[config.mk]
export PLATFORM = sky130hd
export DESIGN_NAME = uart_rx_oversampled_flat
export DESIGN_NICKNAME = d
export VERILOG_FILES = /design/src/rtl/uart_pkg.sv /design/src/rtl/uart_rx_oversampled_if.sv /design/src/rtl/uart_baud_tick.sv /design/src/rtl/uart_rx_oversampled.sv /design/src/flat_wrapper.sv
export SDC_FILE = /design/constraint.sdc
export NUM_CORES = 1
export LEC_CHECK = 0
export BUFFER_PORTS_ARGS = -buffer_cell sky130_fd_sc_hd__buf_2
export CORE_UTILIZATION = 55
export DETAILED_ROUTE_END_ITERATION = 10
export GPL_ROUTABILITY_DRIVEN = 0
export PLACE_DENSITY = 0.76
export RECOVER_POWER = 100
export SLEW_MARGIN = 25
export SYNTH_ARGS = -nofsm -noshare
export SYNTH_HDL_FRONTEND = slang
export SYNTH_SLANG_ARGS = --single-unit
[constraint.sdc]
create_clock -name clk -period 3.3 [get_ports clk]
set_input_delay 0.33 -clock clk [delete_from_list [all_inputs] [get_ports clk]]
set_output_delay 0.33 -clock clk [all_outputs]
set_load 0.02 [all_outputs]
[src/rtl/uart_pkg.sv]
// ---------------------------------------------------------------------------
// uart_pkg
// Shared definitions for the 8-bit UART link. The transmitter and the
// oversampling receiver both import this package. That way the bit timing,
// the data width and the receiver state names are defined in one place.
//
// Contents:
//   OVERSAMPLE   sample ticks per serial bit
//   MID_SAMPLE   centre sample index inside a bit
//   DATA_W       payload width of one frame
//   SAMPLE_W     width of the per-bit sample counter
//   SAMPLE_*     sample indices used by the receiver (vote window, bit end)
//   rx_state_t   receiver frame states
//   majority3    2-of-3 vote used to de-glitch the mid-bit samples
// ---------------------------------------------------------------------------
package uart_pkg;

  localparam int OVERSAMPLE = 16;
  localparam int MID_SAMPLE = 8;
  localparam int DATA_W     = 8;
  localparam int SAMPLE_W   = $clog2(OVERSAMPLE);

  // The vote window straddles the bit centre: one sample before it, the
  // centre sample itself, and one sample after it. The decision falls on the
  // late sample, so everything that depends on a bit value happens there.
  localparam logic [SAMPLE_W-1:0] SAMPLE_EARLY = SAMPLE_W'(MID_SAMPLE - 1);
  localparam logic [SAMPLE_W-1:0] SAMPLE_MID   = SAMPLE_W'(MID_SAMPLE);
  localparam logic [SAMPLE_W-1:0] SAMPLE_LATE  = SAMPLE_W'(MID_SAMPLE + 1);
  localparam logic [SAMPLE_W-1:0] SAMPLE_LAST  = SAMPLE_W'(OVERSAMPLE - 1);

  typedef enum logic [2:0] {
    IDLE,
    START,
    DATA,
    PARITY,
    STOP1,
    STOP2
  } rx_state_t;

  // True when at least two of the three samples are high.
  function automatic logic majority3(input logic a, input logic b, input logic c);
    return (a & b) | (a & c) | (b & c);
  endfunction

endpackage

[src/rtl/uart_rx_oversampled_if.sv]
// ---------------------------------------------------------------------------
// uart_rx_oversampled_if
// Byte-side bundle of the UART receiver. It carries the configuration that
// the consumer hands to the receiver and the byte/status results that come
// back.
//
// Signals:
//   rx_en          receiver enable (0 aborts a frame and holds idle)
//   parity_sel     0 = even parity, 1 = odd parity
//   stop_sel       0 = one stop bit, 1 = two stop bits
//   baud_divisor   clk cycles per sample tick (0 behaves as 1)
//   rx_data_out    last received byte
//   rx_valid_out   one-cycle strobe when a frame completes
//   rx_parity_ok   parity result of the last frame
//   rx_frame_err   a stop bit of the last frame was sampled low
//   rx_busy        receiver is inside a frame
//
// Modports:
//   master  the receiver side (drives results, reads configuration)
//   slave   the byte consumer (drives configuration, reads results)
// ---------------------------------------------------------------------------
interface uart_rx_oversampled_if #(
  parameter int DIV_W = 12
);

  logic             rx_en;
  logic             parity_sel;
  logic             stop_sel;
  logic [DIV_W-1:0] baud_divisor;
  logic [7:0]       rx_data_out;
  logic             rx_valid_out;
  logic             rx_parity_ok;
  logic             rx_frame_err;
  logic             rx_busy;

  modport master (
    input  rx_en,
    input  parity_sel,
    input  stop_sel,
    input  baud_divisor,
    output rx_data_out,
    output rx_valid_out,
    output rx_parity_ok,
    output rx_frame_err,
    output rx_busy
  );

  modport slave (
    output rx_en,
    output parity_sel,
    output stop_sel,
    output baud_divisor,
    input  rx_data_out,
    input  rx_valid_out,
    input  rx_parity_ok,
    input  rx_frame_err,
    input  rx_busy
  );

endinterface

[src/rtl/uart_baud_tick.sv]
// ---------------------------------------------------------------------------
// uart_baud_tick
// Divides the system clock down to the UART sample-tick rate. The counter
// runs 0 .. max(divisor,1)-1 and raises tick for one cycle on the terminal
// count. A synchronous clear lets the receiver realign the tick phase to a
// detected start edge. The transmitter can reuse the block as-is.
//
// Ports:
//   clk       system clock, rising edge
//   reset     asynchronous, active-low reset
//   clear     hold the counter at zero and suppress tick
//   enable    advance the counter
//   divisor   clk cycles per tick; 0 is treated as 1
//   tick      one-cycle pulse at the terminal count
// ---------------------------------------------------------------------------
module uart_baud_tick #(
  parameter int DIV_W = 12
) (
  input  logic             clk,
  input  logic             reset,
  input  logic             clear,
  input  logic             enable,
  input  logic [DIV_W-1:0] divisor,
  output logic             tick
);

  logic [DIV_W-1:0] count;
  logic [DIV_W-1:0] terminal;

  // A divisor of 0 would otherwise never match; treat it like 1. In that
  // case the terminal count is 0 and a tick fires on every enabled cycle.
  assign terminal = (divisor == '0) ? '0 : divisor - DIV_W'(1);

  assign tick = enable && !clear && (count == terminal);

  // Free-running divider. It wraps on the tick and is forced to zero while
  // cleared, so that the first tick after a clear comes a full period later.
  always_ff @(posedge clk or negedge reset) begin
    if (!reset) begin
      count <= '0;
    end else if (clear) begin
      count <= '0;
    end else if (enable) begin
      count <= tick ? '0 : count + DIV_W'(1);
    end
  end

endmodule

[src/rtl/uart_rx_oversampled.sv]
// ---------------------------------------------------------------------------
// uart_rx_oversampled
// Oversampling UART receiver for the 8-bit link. A frame is: start bit,
// 8 data bits LSB-first, one parity bit, then 1 or 2 stop bits. The line is
// sampled OVERSAMPLE times per bit. Each bit value is the 2-of-3 majority of
// the samples around the bit centre. Every frame is delivered with a
// one-cycle valid strobe, and parity and framing flags qualify the byte.
//
// Ports:
//   clk      system clock, rising edge
//   reset    asynchronous, active-low reset
//   rx_in    asynchronous serial line, idle high
//   bus      uart_rx_oversampled_if.master
//            (configuration in; byte, strobe, flags and busy out)
// ---------------------------------------------------------------------------
module uart_rx_oversampled
  import uart_pkg::*;
#(
  parameter int DIV_W = 12
) (
  input  logic                   clk,
  input  logic                   reset,
  input  logic                   rx_in,
  uart_rx_oversampled_if.master  bus
);

  logic              sync_1;
  logic              sync_2;
  logic              line_prev;
  logic              start_edge;

  rx_state_t         state;
  rx_state_t         state_next;

  logic              tick;
  logic [SAMPLE_W-1:0] sample_cnt;
  logic [2:0]        bit_idx;
  logic              samp_early;
  logic              samp_mid;
  logic              bit_val;
  logic [DATA_W-1:0] shift_reg;
  logic              parity_lat;
  logic              stop_lat;
  logic              parity_ok_acc;
  logic              frame_err_acc;

  logic              at_decide;
  logic              at_bit_end;
  logic              latch_cfg;
  logic              shift_en;
  logic              parity_cap;
  logic              stop_cap;
  logic              finish;

  // Two-flop synchronizer on the pad input, plus one more delayed copy for
  // edge detection. All three flops reset high, so that leaving reset never
  // looks like a start edge.
  always_ff @(posedge clk or negedge reset) begin
    if (!reset) begin
      sync_1    <= 1'b1;
      sync_2    <= 1'b1;
      line_prev <= 1'b1;
    end else begin
      sync_1    <= rx_in;
      sync_2    <= sync_1;
      line_prev <= sync_2;
    end
  end

  // Start detection is edge-based. A line held low (break) therefore cannot
  // retrigger frames until it has gone high again.
  assign start_edge = line_prev & ~sync_2;

  // The tick divider is held cleared while idle. This puts the sample phase
  // of every frame relative to its own start edge.
  uart_baud_tick #(
    .DIV_W (DIV_W)
  ) u_baud_tick (
    .clk     (clk),
    .reset   (reset),
    .clear   (state == IDLE),
    .enable  (state != IDLE),
    .divisor (bus.baud_divisor),
    .tick    (tick)
  );

  assign at_decide  = tick && (sample_cnt == SAMPLE_LATE);
  assign at_bit_end = tick && (sample_cnt == SAMPLE_LAST);

  // The bit value is only used on the late sample tick. At that point the
  // two earlier samples are already stored and the late one is live.
  assign bit_val = majority3(samp_early, samp_mid, sync_2);

  assign bus.rx_busy = (state != IDLE);

  // Frame state register.
  always_ff @(posedge clk or negedge reset) begin
    if (!reset) begin
      state <= IDLE;
    end else begin
      state <= state_next;
    end
  end

  // Next-state and control decode. Bit decisions happen on the late vote
  // sample and state advances happen on the last sample of a bit. The one
  // exception is the final stop bit: the frame finishes right at its vote.
  // This returns the receiver to idle early enough to catch a start edge
  // during the second half of that stop bit. Dropping rx_en overrides
  // everything and abandons the frame without a strobe.
  always_comb begin
    state_next = state;
    latch_cfg  = 1'b0;
    shift_en   = 1'b0;
    parity_cap = 1'b0;
    stop_cap   = 1'b0;
    finish     = 1'b0;
    if (!bus.rx_en) begin
      state_next = IDLE;
    end else begin
      case (state)
        IDLE: begin
          if (start_edge) begin
            state_next = START;
            latch_cfg  = 1'b1;
          end
        end
        START: begin
          if (at_decide && bit_val) begin
            state_next = IDLE;
          end else if (at_bit_end) begin
            state_next = DATA;
          end
        end
        DATA: begin
          if (at_decide) begin
            shift_en = 1'b1;
          end
          if (at_bit_end && (bit_idx == 3'(DATA_W - 1))) begin
            state_next = PARITY;
          end
        end
        PARITY: begin
          if (at_decide) begin
            parity_cap = 1'b1;
          end
          if (at_bit_end) begin
            state_next = STOP1;
          end
        end
        STOP1: begin
          if (at_decide) begin
            stop_cap = 1'b1;
            if (!stop_lat) begin
              finish     = 1'b1;
              state_next = IDLE;
            end
          end else if (at_bit_end) begin
            state_next = STOP2;
          end
        end
        STOP2: begin
          if (at_decide) begin
            stop_cap   = 1'b1;
            finish     = 1'b1;
            state_next = IDLE;
          end
        end
        default: begin
          state_next = IDLE;
        end
      endcase
    end
  end

  // Frame datapath: sample counter, vote samples, shift register and
  // per-frame accumulators. The output registers change only when a frame
  // finishes, so an aborted frame leaves the last delivered byte visible.
  // The framing flag ORs in the stop-bit vote being taken in the finishing
  // cycle, because that vote has not reached the accumulator yet.
  always_ff @(posedge clk or negedge reset) begin
    if (!reset) begin
      sample_cnt       <= '0;
      bit_idx          <= '0;
      samp_early       <= 1'b1;
      samp_mid         <= 1'b1;
      shift_reg        <= '0;
      parity_lat       <= 1'b0;
      stop_lat         <= 1'b0;
      parity_ok_acc    <= 1'b0;
      frame_err_acc    <= 1'b0;
      bus.rx_data_out  <= '0;
      bus.rx_valid_out <= 1'b0;
      bus.rx_parity_ok <= 1'b0;
      bus.rx_frame_err <= 1'b0;
    end else begin
      bus.rx_valid_out <= finish;

      if (state == IDLE) begin
        sample_cnt    <= '0;
        bit_idx       <= '0;
        frame_err_acc <= 1'b0;
      end else if (tick) begin
        sample_cnt <= sample_cnt + SAMPLE_W'(1);
      end

      if (tick && (sample_cnt == SAMPLE_EARLY)) begin
        samp_early <= sync_2;
      end
      if (tick && (sample_cnt == SAMPLE_MID)) begin
        samp_mid <= sync_2;
      end

      if (latch_cfg) begin
        parity_lat <= bus.parity_sel;
        stop_lat   <= bus.stop_sel;
      end

      if (shift_en) begin
        shift_reg <= {bit_val, shift_reg[DATA_W-1:1]};
      end
      if ((state == DATA) && at_bit_end) begin
        bit_idx <= bit_idx + 3'd1;
      end

      if (parity_cap) begin
        parity_ok_acc <= (((^shift_reg) ^ bit_val) == parity_lat);
      end
      if (stop_cap && !bit_val) begin
        frame_err_acc <= 1'b1;
      end

      if (finish) begin
        bus.rx_data_out  <= shift_reg;
        bus.rx_parity_ok <= parity_ok_acc;
        bus.rx_frame_err <= frame_err_acc | ~bit_val;
      end
    end
  end

endmodule

[src/flat_wrapper.sv]
// flat-port wrapper written by rule: the top's interface ports become plain ports
module uart_rx_oversampled_flat import uart_pkg::*;
#(
  parameter int DIV_W = 12
)
  (clk, reset, rx_in, bus_rx_en, bus_parity_sel, bus_stop_sel, bus_baud_divisor, bus_rx_data_out, bus_rx_valid_out, bus_rx_parity_ok, bus_rx_frame_err, bus_rx_busy);
  uart_rx_oversampled_if #(.DIV_W(DIV_W)) bus_i ();
  input  logic clk;
  input  logic reset;
  input  logic rx_in;
  input wire logic [$bits(bus_i.rx_en)-1:0] bus_rx_en;
  input wire logic [$bits(bus_i.parity_sel)-1:0] bus_parity_sel;
  input wire logic [$bits(bus_i.stop_sel)-1:0] bus_stop_sel;
  input wire logic [$bits(bus_i.baud_divisor)-1:0] bus_baud_divisor;
  output wire logic [$bits(bus_i.rx_data_out)-1:0] bus_rx_data_out;
  output wire logic [$bits(bus_i.rx_valid_out)-1:0] bus_rx_valid_out;
  output wire logic [$bits(bus_i.rx_parity_ok)-1:0] bus_rx_parity_ok;
  output wire logic [$bits(bus_i.rx_frame_err)-1:0] bus_rx_frame_err;
  output wire logic [$bits(bus_i.rx_busy)-1:0] bus_rx_busy;
  assign bus_i.rx_en = bus_rx_en;
  assign bus_i.parity_sel = bus_parity_sel;
  assign bus_i.stop_sel = bus_stop_sel;
  assign bus_i.baud_divisor = bus_baud_divisor;
  assign bus_rx_data_out = bus_i.rx_data_out;
  assign bus_rx_valid_out = bus_i.rx_valid_out;
  assign bus_rx_parity_ok = bus_i.rx_parity_ok;
  assign bus_rx_frame_err = bus_i.rx_frame_err;
  assign bus_rx_busy = bus_i.rx_busy;
  uart_rx_oversampled #(.DIV_W(DIV_W)) u_core (.clk(clk), .reset(reset), .rx_in(rx_in), .bus(bus_i));
endmodule
==> results.sh, run 1 <==
export IMPL_synth_nets=313
export IMPL_synth_cell_types=64
export IMPL_synth_fa_ha_area_frac=0.0325
export IMPL_cp_common_cell="a2111o_1"
export IMPL_setup_violations=0
export IMPL_gr_total_overflow=0
export IMPL_yosys_warnings=0
export IMPL_drt_pass1_iter_count=4
export IMPL_post_cts_buffers=0
export IMPL_die_width_microns=75.9
export IMPL_die_area_sq_mm=0.00576
export IMPL_clockRootBuffer="clkbuf_8"
export IMPL_cts_tree="yes"
export IMPL_grt_first_pass_wirelength_microns=10100
export IMPL_num_nets_final=359
export IMPL_post_cts_resized=0
export IMPL_max_cap_violations=1
export IMPL_final_seq_area_sq_mm=0.00126
export IMPL_max_slew_margin=-0.689
export IMPL_synth_compound_area_frac=0.113
export IMPL_final_max_slew_viol_count=51
export IMPL_min_period_ns=3.16
export IMPL_ant_nets=0
export IMPL_powerDensity_mw_per_mm2=449
export IMPL_ys_top_cells_by_area="dfrtp_1, mux2_4, xnor2_1"
export IMPL_ys_flop_type="dfrtp_1"
export IMPL_hpwl_microns=4380
export IMPL_largest_reg_flops=12
export IMPL_insertion_delay_ns=0.30
export IMPL_leakage_uw=0.00152
export IMPL_synth_avg_cell_area_sq_um=10.4
export IMPL_hold_viol=0
export IMPL_multiInputGateArea_sq_mm=0.00156
export IMPL_antenna_found_initial=0
export IMPL_synth_top_family_by_area="simple AND/OR/NAND/NOR gates"
export IMPL_crit_buf_inv=2
export IMPL_worstPathArrival_ns=3.34
export IMPL_yosys_area_share_simple=0.192
export IMPL_start_kind="input port"
export IMPL_core_area_sq_mm=0.00517
export IMPL_cts_max_level=2
export IMPL_ir_drop_mv=0.362
export IMPL_total_power_uw=1500
export IMPL_antenna_cells=0
export IMPL_syn_area_sq_mm=0.00301
export IMPL_rsz0062_at_grt="no"
export IMPL_grt_pass1_vias=2146
export IMPL_syn_inst=288
export IMPL_ys_seq_elements=50
export IMPL_violations="capacitance limit, slew limit"
export IMPL_num_rows=26
export IMPL_vias_per_cell=5.59
export IMPL_status="complete, but fails checks"
export IMPL_numCtsBuffers=5
export IMPL_drive_gt1_frac=0.218
export IMPL_tightestPinTransition_ns=2.53
export IMPL_io_pins=30
export IMPL_first_iter_violations=160
export IMPL_crit_path_top_delay_cell="or4_4"
export IMPL_slowest_delay_ns=0.57
export IMPL_synth_xor_area_share=0.0816
export IMPL_synthMuxAreaShare=0.114
export IMPL_wl_microns=5770
export IMPL_fmax_ghz=0.317
export IMPL_fin_crit_sh=0.956
export IMPL_path_class="input port to flop"
export IMPL_synth_top_area_frac=0.375
export IMPL_cp_cell_sequence="buf_2 -> or4_4 -> nor2_1 -> o31ai_1 -> a2111o_1 -> a2111o_1 -> nor3_2 -> buf_4 -> o221ai_2 -> o21bai_1 -> mux2_4"
export IMPL_grt_use_total=0.220
export IMPL_nFillCells=403
export IMPL_via_count=2264
export IMPL_clock_path_buffers=2
export IMPL_holdWs_ns=0.121
export IMPL_fin_skew_ns=0.00753
export IMPL_die_h_microns=75.9
export IMPL_required_ns=3.49
export IMPL_grt_start_max_net_pins=51
export IMPL_async_reset_ff_frac=1.00
export IMPL_cp_max_fo=10
export IMPL_fin_setup_tns_ns=0
export IMPL_synth_edf_count=0
export IMPL_yosysTopAreaCell="dfrtp_1"
export IMPL_end_kind="flop"
export IMPL_floorplan_initialDensity=0.581
export IMPL_portBuffers=29
export IMPL_routedWlPerCell_microns=14.2
export IMPL_ys_seq_area_frac=0.418
export IMPL_cts_hold_buf=0
export IMPL_crit_family="compound AO/OA/AOI/OAI gates"
export IMPL_area_delta_synth_final_pct=11.4
export IMPL_min_path_type="input port to flop"
export IMPL_path_clk_slew_ns=0.08
export IMPL_drc_errors=0
export IMPL_clock_sinks=50
==> cell type report <==
class                           count  share of cell area
Tap cell                           70              0.0261
Multi-Input combinational cell    211               0.466
Inverter                           17              0.0191
Timing Repair Buffer               49              0.0852
Sequential cell                    50               0.375
Clock buffer                        6              0.0247
Clock inverter                      2             0.00374
==> Yosys cell counts (2+ instances only) <==
cell / instances
dfrtp_1: 45
nor2_1: 26
inv_1: 17
xnor2_1: 17
mux2_4: 15
nand2_1: 14
o21ai_0: 13
xor2_1: 11
nand3_1: 9
a21oi_1: 7
ha_1: 7
mux2_2: 7
nor2b_1: 7
buf_6: 5
dfstp_2: 5
nor4_1: 5
and3_1: 4
mux2i_1: 4
nand4_1: 4
nor3_1: 4
o31ai_1: 4
o22ai_1: 3
or4_1: 3
a2111o_1: 2
a21o_1: 2
and2_1: 2
buf_2: 2
nand2b_1: 2
nor3_2: 2
nor4b_1: 2
o21ai_1: 2
o311ai_0: 2
or2_2: 2
or3_1: 2
==> logic make-up after synthesis <==
group                      count (synthesis)
adders and majority gates                  8
xor gates and xnor gates                  28
muxes                                     26
DFF                                       50
buffers and inverters                     27
AOI/OAI and AO/OA                         49
and+or+nand+nor                          100
==> power breakdown <==
group / switching [uW] / internal [uW] / total [uW]
registers: 60.5 / 655 / 715
logic: 248 / 171 / 420
clock network: 199 / 169 / 367
total: 508 / 995 / 1500
==> per-stage QoR <==
step	setup slack, ns	instances	utilization	area (sq um)
5_1_grt	0.00857	405	0.648	3350
3_5_place_dp	-0.162	397	0.642	3320
3_3_place_gp	-0.0862	397	0.642	3320
6_report	0.145	405	0.648	3350
2_1_floorplan	0.0918	288	-	3010
4_1_cts	0.153	405	0.660	3420
==> per-layer routing <==
| layer | vias to the layer above | wire length (microns) | track usage |
|---|---|---|---|
| li1 | 1107 | - | - |
| met1 | 1104 | 2790 | 0.304 |
| met2 | 48 | 2720 | 0.345 |
| met3 | 5 | 214 | 0.0494 |
| met4 | 0 | 52 | 0.0673 |
| met5 | - | 0 | 0 |
==> final timing paths <==
| path | slack [ns] | cells after the start | endpoint | from |
|---|---|---|---|---|
| worst max-delay path | 0.14 | 11 | u_core.state[0]$_DFFE_PN0P_ | bus_baud_divisor[1] |
| worst min-delay path | 0.12 | 1 | u_core.sync_1$_DFF_PN1_ | rx_in |
| worst max register to register | 0.30 | 10 | u_core.state[0]$_DFFE_PN0P_ | u_core.u_baud_tick.count[2]$_DFF_PN0_ |
| worst min register to register | 0.36 | 0 | u_core.sync_2$_DFF_PN1_ | u_core.sync_1$_DFF_PN1_ |
| max in group asynchronous | 1.06 | 1 | u_core.u_baud_tick.count[1]$_DFF_PN0_ | reset |
| min in group asynchronous | 0.80 | 1 | u_core.bus.rx_data_out[3]$_DFFE_PN0P_ | reset |
==> cells in the final DEF, fill, tap and decap left out, types with 3 or more instances in the layout <==
| cell type | synthesis | layout |
|---|---|---|
| o22ai_1 | 3 | 3 |
| nor2_1 | 26 | 26 |
| xor2_1 | 11 | 11 |
| dfstp_2 | 5 | 4 |
| mux2_1 | 0 | 12 |
| nor4_1 | 5 | 5 |
| buf_2 | 2 | 17 |
| or4_1 | 3 | 3 |
| nand2_1 | 14 | 14 |
| inv_1 | 17 | 17 |
| nor2b_1 | 7 | 7 |
| and3_1 | 4 | 4 |
| clkbuf_8 | 0 | 6 |
| nand3_1 | 9 | 9 |
| mux2_4 | 15 | 4 |
| o21ai_0 | 13 | 13 |
| clkbuf_1 | 1 | 14 |
| a21oi_1 | 7 | 7 |
| nor3_1 | 4 | 4 |
| mux2_2 | 7 | 6 |
| ha_1 | 7 | 7 |
| buf_4 | 1 | 16 |
| dfrtp_1 | 45 | 45 |
| xnor2_1 | 17 | 17 |
| nand4_1 | 4 | 4 |
| mux2i_1 | 4 | 4 |
| o31ai_1 | 4 | 4 |
No activity file was read; power rests on OpenSTA's default activity.
==> run 2, diff against run 1 <==
Settings changed: BUFFER_PORTS_ARGS -buffer_cell sky130_fd_sc_hd__buf_2 to unset, CORE_UTILIZATION 55 to 60, DONT_BUFFER_PORTS set to 1, PLACE_DENSITY 0.76 to 0.77.
==> results.sh, run 2 (synthesis results as in run 1) <==
export IMPL_status="complete, but fails checks"
export IMPL_violations="capacitance limit, slew limit"
export IMPL_multiInputGateArea_sq_mm=0.00155
export IMPL_hold_viol=0
export IMPL_grt_start_max_net_pins=51
export IMPL_portBuffers=0
export IMPL_reg2reg_from="u_core.u_baud_tick.count[2]$_DFF_PN0_"
export IMPL_via_count=2084
export IMPL_area_delta_synth_final_pct=5.41
export IMPL_min_period_ns=3.06
export IMPL_clockRootBuffer="clkbuf_8"
export IMPL_start_kind="flop"
export IMPL_rsz0062_at_grt="no"
export IMPL_dp_cells=354
export IMPL_end_kind="flop"
export IMPL_first_iter_violations=87
export IMPL_crit_path_top_delay_cell="dfrtp_1"
export IMPL_numCtsBuffers=5
export IMPL_num_rows=25
export IMPL_min_path_type="input port to flop"
export IMPL_startpoint="u_core.u_baud_tick.count[2]$_DFF_PN0_"
export IMPL_place_area_sq_mm=0.00309
export IMPL_powerDensity_mw_per_mm2=484
export IMPL_antenna_cells=0
export IMPL_drc_errors=0
export IMPL_antenna_found_initial=0
export IMPL_reg2reg_slack_ns=0.24
export IMPL_holdWs_ns=0.0252
export IMPL_die_area_sq_mm=0.00530
export IMPL_clock_path_buffers=2
export IMPL_die_width_microns=72.8
export IMPL_largest_reg_flops=12
export IMPL_max_slew_margin=-0.477
export IMPL_max_cap_violations=1
export IMPL_worstPathArrival_ns=3.25
export IMPL_final_util=0.662
export IMPL_fin_crit_sh=0.928
export IMPL_nFillCells=377
export IMPL_grt_pass1_vias=2035
export IMPL_routedWlPerCell_microns=14.8
export IMPL_final_common_cell="dfrtp_1"
export IMPL_hpwl_microns=3950
export IMPL_final_seq_area_sq_mm=0.00126
export IMPL_tightestPinTransition_ns=2.22
export IMPL_leakage_uw=0.00141
export IMPL_wl_microns=5400
export IMPL_final_area_sq_mm=0.00317
export IMPL_required_ns=3.49
export IMPL_fin_setup_tns_ns=0
export IMPL_drive_gt1_frac=0.148
export IMPL_final_cells=364
export IMPL_cp_cell_sequence="nor2b_1 -> or3_1 -> a31oi_1 -> o2111ai_1 -> a2111o_1 -> nor4b_4 -> buf_4 -> mux2i_1 -> o21bai_1 -> mux2_2"
export IMPL_die_h_microns=72.8
export IMPL_fin_skew_ns=0.0130
export IMPL_core_area_sq_mm=0.00479
export IMPL_cts_tree="yes"
export IMPL_slowest_delay_ns=0.52
export IMPL_path_class="flop to flop"
export IMPL_clock_sinks=50
export IMPL_grt_use_total=0.217
export IMPL_worstRegToRegCells=10
export IMPL_final_max_slew_viol_count=51
export IMPL_insertion_delay_ns=0.30
export IMPL_crit_end="u_core.state[0]$_DFFE_PN0P_"
export IMPL_ant_nets=0
export IMPL_cts_max_level=2
export IMPL_grt_first_pass_wirelength_microns=8910
export IMPL_cp_max_fo=9
export IMPL_setup_violations=0
export IMPL_final_cell_mix="dfrtp_1, nor2_1, inv_1, xnor2_1, nand2_1"
export IMPL_floorplan_initialDensity=0.628
export IMPL_io_pins=30
export IMPL_vias_per_cell=5.73
export IMPL_r2r_end="u_core.state[0]$_DFFE_PN0P_"
export IMPL_drt_pass1_iter_count=4
export IMPL_ir_drop_mv=0.540
export IMPL_num_nets_final=321
export IMPL_fmax_ghz=0.327
export IMPL_path_clk_slew_ns=0.09
export IMPL_gr_total_overflow=0
## run 2: layout make-up
type                       count  share of cell area
multi-input combinational    211               0.489
sequential                    50               0.397
timing repair buffer          11              0.0292
tap                           67              0.0265
clock buffer                   6              0.0261
inverter                      17              0.0201
clock inverter                 2              0.0122
## run 2: repair_timing
action,CTS,global route
buffers inserted,0,0
hold endpoints to repair,50,0
gates resized for setup,0,0
hold buffers,2,0
## run 2: routing by layer
metal	track usage	up-vias	wire, microns
met5	0	-	0
met4	0.0675	0	52
met3	0.0401	6	233
met2	0.348	57	2520
met1	0.302	991	2590
li1	-	1030	-
## run 2: worst min path at each step
stage / from / endpoint / slack, ns / cells after the start
final: rx_in / u_core.sync_1$_DFF_PN1_ / 0.03 / 0
after global routing: rx_in / u_core.sync_1$_DFF_PN1_ / 0.01 / 0
after CTS: rx_in / u_core.sync_1$_DFF_PN1_ / 0.02 / 0
after detailed placement: reset / u_core.sample_cnt[3]$_DFFE_PN0P_ / 0.04 / 0
after global placement: reset / u_core.state[2]$_DFFE_PN0P_ / 0.04 / 0
after floorplan: reset / u_core.bit_idx[0]$_DFFE_PN0P_ / 0.03 / 0
## run 2: worst max-delay path: cells and delay by family, from the launching register on
kind	cells	cell delay [ns]
and+or+nand+nor	3	0.77
AOI/OAI and AO/OA	4	1.06
muxes	2	0.43
buffers and inverters	1	0.17
DFF	1	0.52
## run 2: stage by stage
stage          total power (uW)  setup slack [ns]
6_report                   1530             0.237
5_1_grt                    1610            0.0881
4_1_cts                    1560             0.245
3_5_place_dp               1090           -0.0305
3_3_place_gp               1090           -0.0236
2_1_floorplan              1030            0.0918
## run 2: power breakdown
group          total (uW)  switching, uW  internal, uW
sequential            716           60.8           655
clock                 449            200           249
combinational         368            226           141
total                1530            487          1050
==> run 3, diff against run 2 <==
Settings changed: CTS_BUF_LIST set to sky130_fd_sc_hd__clkbuf_4 sky130_fd_sc_hd__clkbuf_8, GPL_TIMING_DRIVEN set to 0.
==> results.sh, run 3 (synthesis results as in run 1) <==
export IMPL_fmax_ghz=0.316
export IMPL_grt_use_total=0.230
export IMPL_final_cells=368
export IMPL_portBuffers=0
export IMPL_min_path_type="input port to flop"
export IMPL_drt_pass1_iter_count=4
export IMPL_end_kind="flop"
export IMPL_final_common_cell="dfrtp_1"
export IMPL_path_clk_slew_ns=0.09
export IMPL_wl_microns=5700
export IMPL_fin_skew_ns=0.00984
export IMPL_status="complete, but fails checks"
export IMPL_final_cell_mix="dfrtp_1, nor2_1, inv_1, xnor2_1, nand2_1"
export IMPL_cp_max_fo=10
export IMPL_violations="capacitance limit, slew limit"
export IMPL_grt_pass1_vias=2108
export IMPL_cp_common_cell="a2111o_1"
export IMPL_cts_max_level=2
export IMPL_io_pins=30
export IMPL_grt_start_max_net_pins=51
export IMPL_ir_drop_mv=0.454
export IMPL_routedWlPerCell_microns=15.5
export IMPL_hpwl_microns=4080
export IMPL_multiInputGateArea_sq_mm=0.00158
export IMPL_start_kind="input port"
export IMPL_clock_path_buffers=2
export IMPL_insertion_delay_ns=0.30
export IMPL_die_area_sq_mm=0.00530
export IMPL_drc_errors=0
export IMPL_numCtsBuffers=5
export IMPL_core_area_sq_mm=0.00479
export IMPL_via_count=2190
export IMPL_place_area_sq_mm=0.00309
export IMPL_nFillCells=396
export IMPL_crit_path_top_delay_cell="a2111o_1"
export IMPL_fin_crit_sh=0.960
export IMPL_ant_nets=0
export IMPL_floorplan_initialDensity=0.628
export IMPL_powerDensity_mw_per_mm2=463
export IMPL_cts_tree="yes"
export IMPL_leakage_uw=0.00141
export IMPL_clock_sinks=50
export IMPL_antenna_cells=0
export IMPL_final_area_sq_mm=0.00320
export IMPL_gr_total_overflow=0
export IMPL_cp_cell_sequence="inv_1 -> ha_1 -> or3b_1 -> buf_2 -> nor3_1 -> nor4b_1 -> a2111o_1 -> a2111o_1 -> nor4b_4 -> nor3b_4 -> buf_6 -> mux2_4"
export IMPL_vias_per_cell=5.95
export IMPL_setup_violations=0
export IMPL_first_iter_violations=97
export IMPL_num_rows=25
export IMPL_final_seq_area_sq_mm=0.00126
export IMPL_area_delta_synth_final_pct=6.45
export IMPL_max_slew_margin=-0.484
export IMPL_num_nets_final=325
export IMPL_worstPathArrival_ns=3.36
export IMPL_antenna_found_initial=0
export IMPL_max_cap_violations=1
export IMPL_clockRootBuffer="clkbuf_8"
export IMPL_die_width_microns=72.8
export IMPL_grt_first_pass_wirelength_microns=9360
export IMPL_hold_viol=0
export IMPL_required_ns=3.50
export IMPL_die_h_microns=72.8
export IMPL_path_class="input port to flop"
export IMPL_rsz0062_at_grt="no"
export IMPL_dp_cells=355
export IMPL_final_max_slew_viol_count=51
export IMPL_min_period_ns=3.17
export IMPL_tightestPinTransition_ns=2.23
export IMPL_total_power_uw=1480
export IMPL_drive_gt1_frac=0.183
export IMPL_slowest_delay_ns=0.42
export IMPL_largest_reg_flops=12
[run 3: area by class of cell]
class | instances | share of cell area
clock inverters | 2 | 0.00391
plain buffers | 10 | 0.0235
flip-flops and latches | 50 | 0.393
multi-input cells | 211 | 0.493
repair buffers | 5 | 0.0145
clock buffers | 6 | 0.0258
well taps | 67 | 0.0262
inverters | 17 | 0.0199
[run 3: critical path, delay by kind of cell]
family / cells / cell delay, ns
adder cells (fa/ha/maj): 1 / 0.19
multiplexers: 1 / 0.30
AND/OR/NAND/NOR: 5 / 1.35
AO/OA/AOI/OAI: 2 / 0.76
buffers and inverters: 3 / 0.41
[run 3: worst paths after layout]
kind | slack [ns] | startpoint | endpoint | cells past startpoint
worst max register to register | 0.15 | u_core.u_baud_tick.count[2]$_DFF_PN0_ | u_core.bus.rx_data_out[7]$_DFFE_PN0P_ | 10
worst min-delay path | 0.02 | rx_in | u_core.sync_1$_DFF_PN1_ | 0
worst min register to register | 0.36 | u_core.sync_1$_DFF_PN1_ | u_core.sync_2$_DFF_PN1_ | 0
max in group asynchronous | 0.58 | reset | u_core.sample_cnt[3]$_DFFE_PN0P_ | 2
min in group asynchronous | 1.45 | reset | u_core.state[2]$_DFFE_PN0P_ | 2
worst max-delay path | 0.13 | bus_baud_divisor[0] | u_core.bus.rx_data_out[7]$_DFFE_PN0P_ | 12
[run 3: power by group]
| part | internal (uW) | switching, uW |
|---|---|---|
| sequential | 655 | 45.5 |
| clock | 169 | 195 |
| combinational | 159 | 259 |
[run 3: per-stage QoR]
| stage | utilization | hold WS, ns | worst slack, ns | TNS [ns] |
|---|---|---|---|---|
| after floorplan | - | 0.0344 | 0.0918 | 0 |
| after global placement | 0.645 | 0.0361 | -0.178 | -1.44 |
| after detailed placement | 0.645 | 0.0360 | -0.232 | -2.39 |
| after CTS | 0.673 | 0.0149 | 0.0926 | 0 |
| after global routing | 0.668 | 0.00206 | 0.0118 | 0 |
| final | 0.668 | 0.0237 | 0.132 | 0 |
[run 3: routing by layer]
| metal | vias up | part of all wire | wire [microns] | GRT usage |
|---|---|---|---|---|
| li1 | 1042 | - | - | - |
| met1 | 1088 | 0.45 | 2580 | 0.292 |
| met2 | 54 | 0.49 | 2820 | 0.395 |
| met3 | 6 | 0.041 | 234 | 0.0470 |
| met4 | 0 | 0.012 | 68 | 0.0784 |
| met5 | - | 0 | 0 | 0 |
[run 3: what timing repair did]
item,in CTS,in global routing
endpoints found under the setup margin,0,7
gates resized for setup,0,4
hold buffers,2,0
hold endpoints to repair,50,0
buffers inserted,0,2
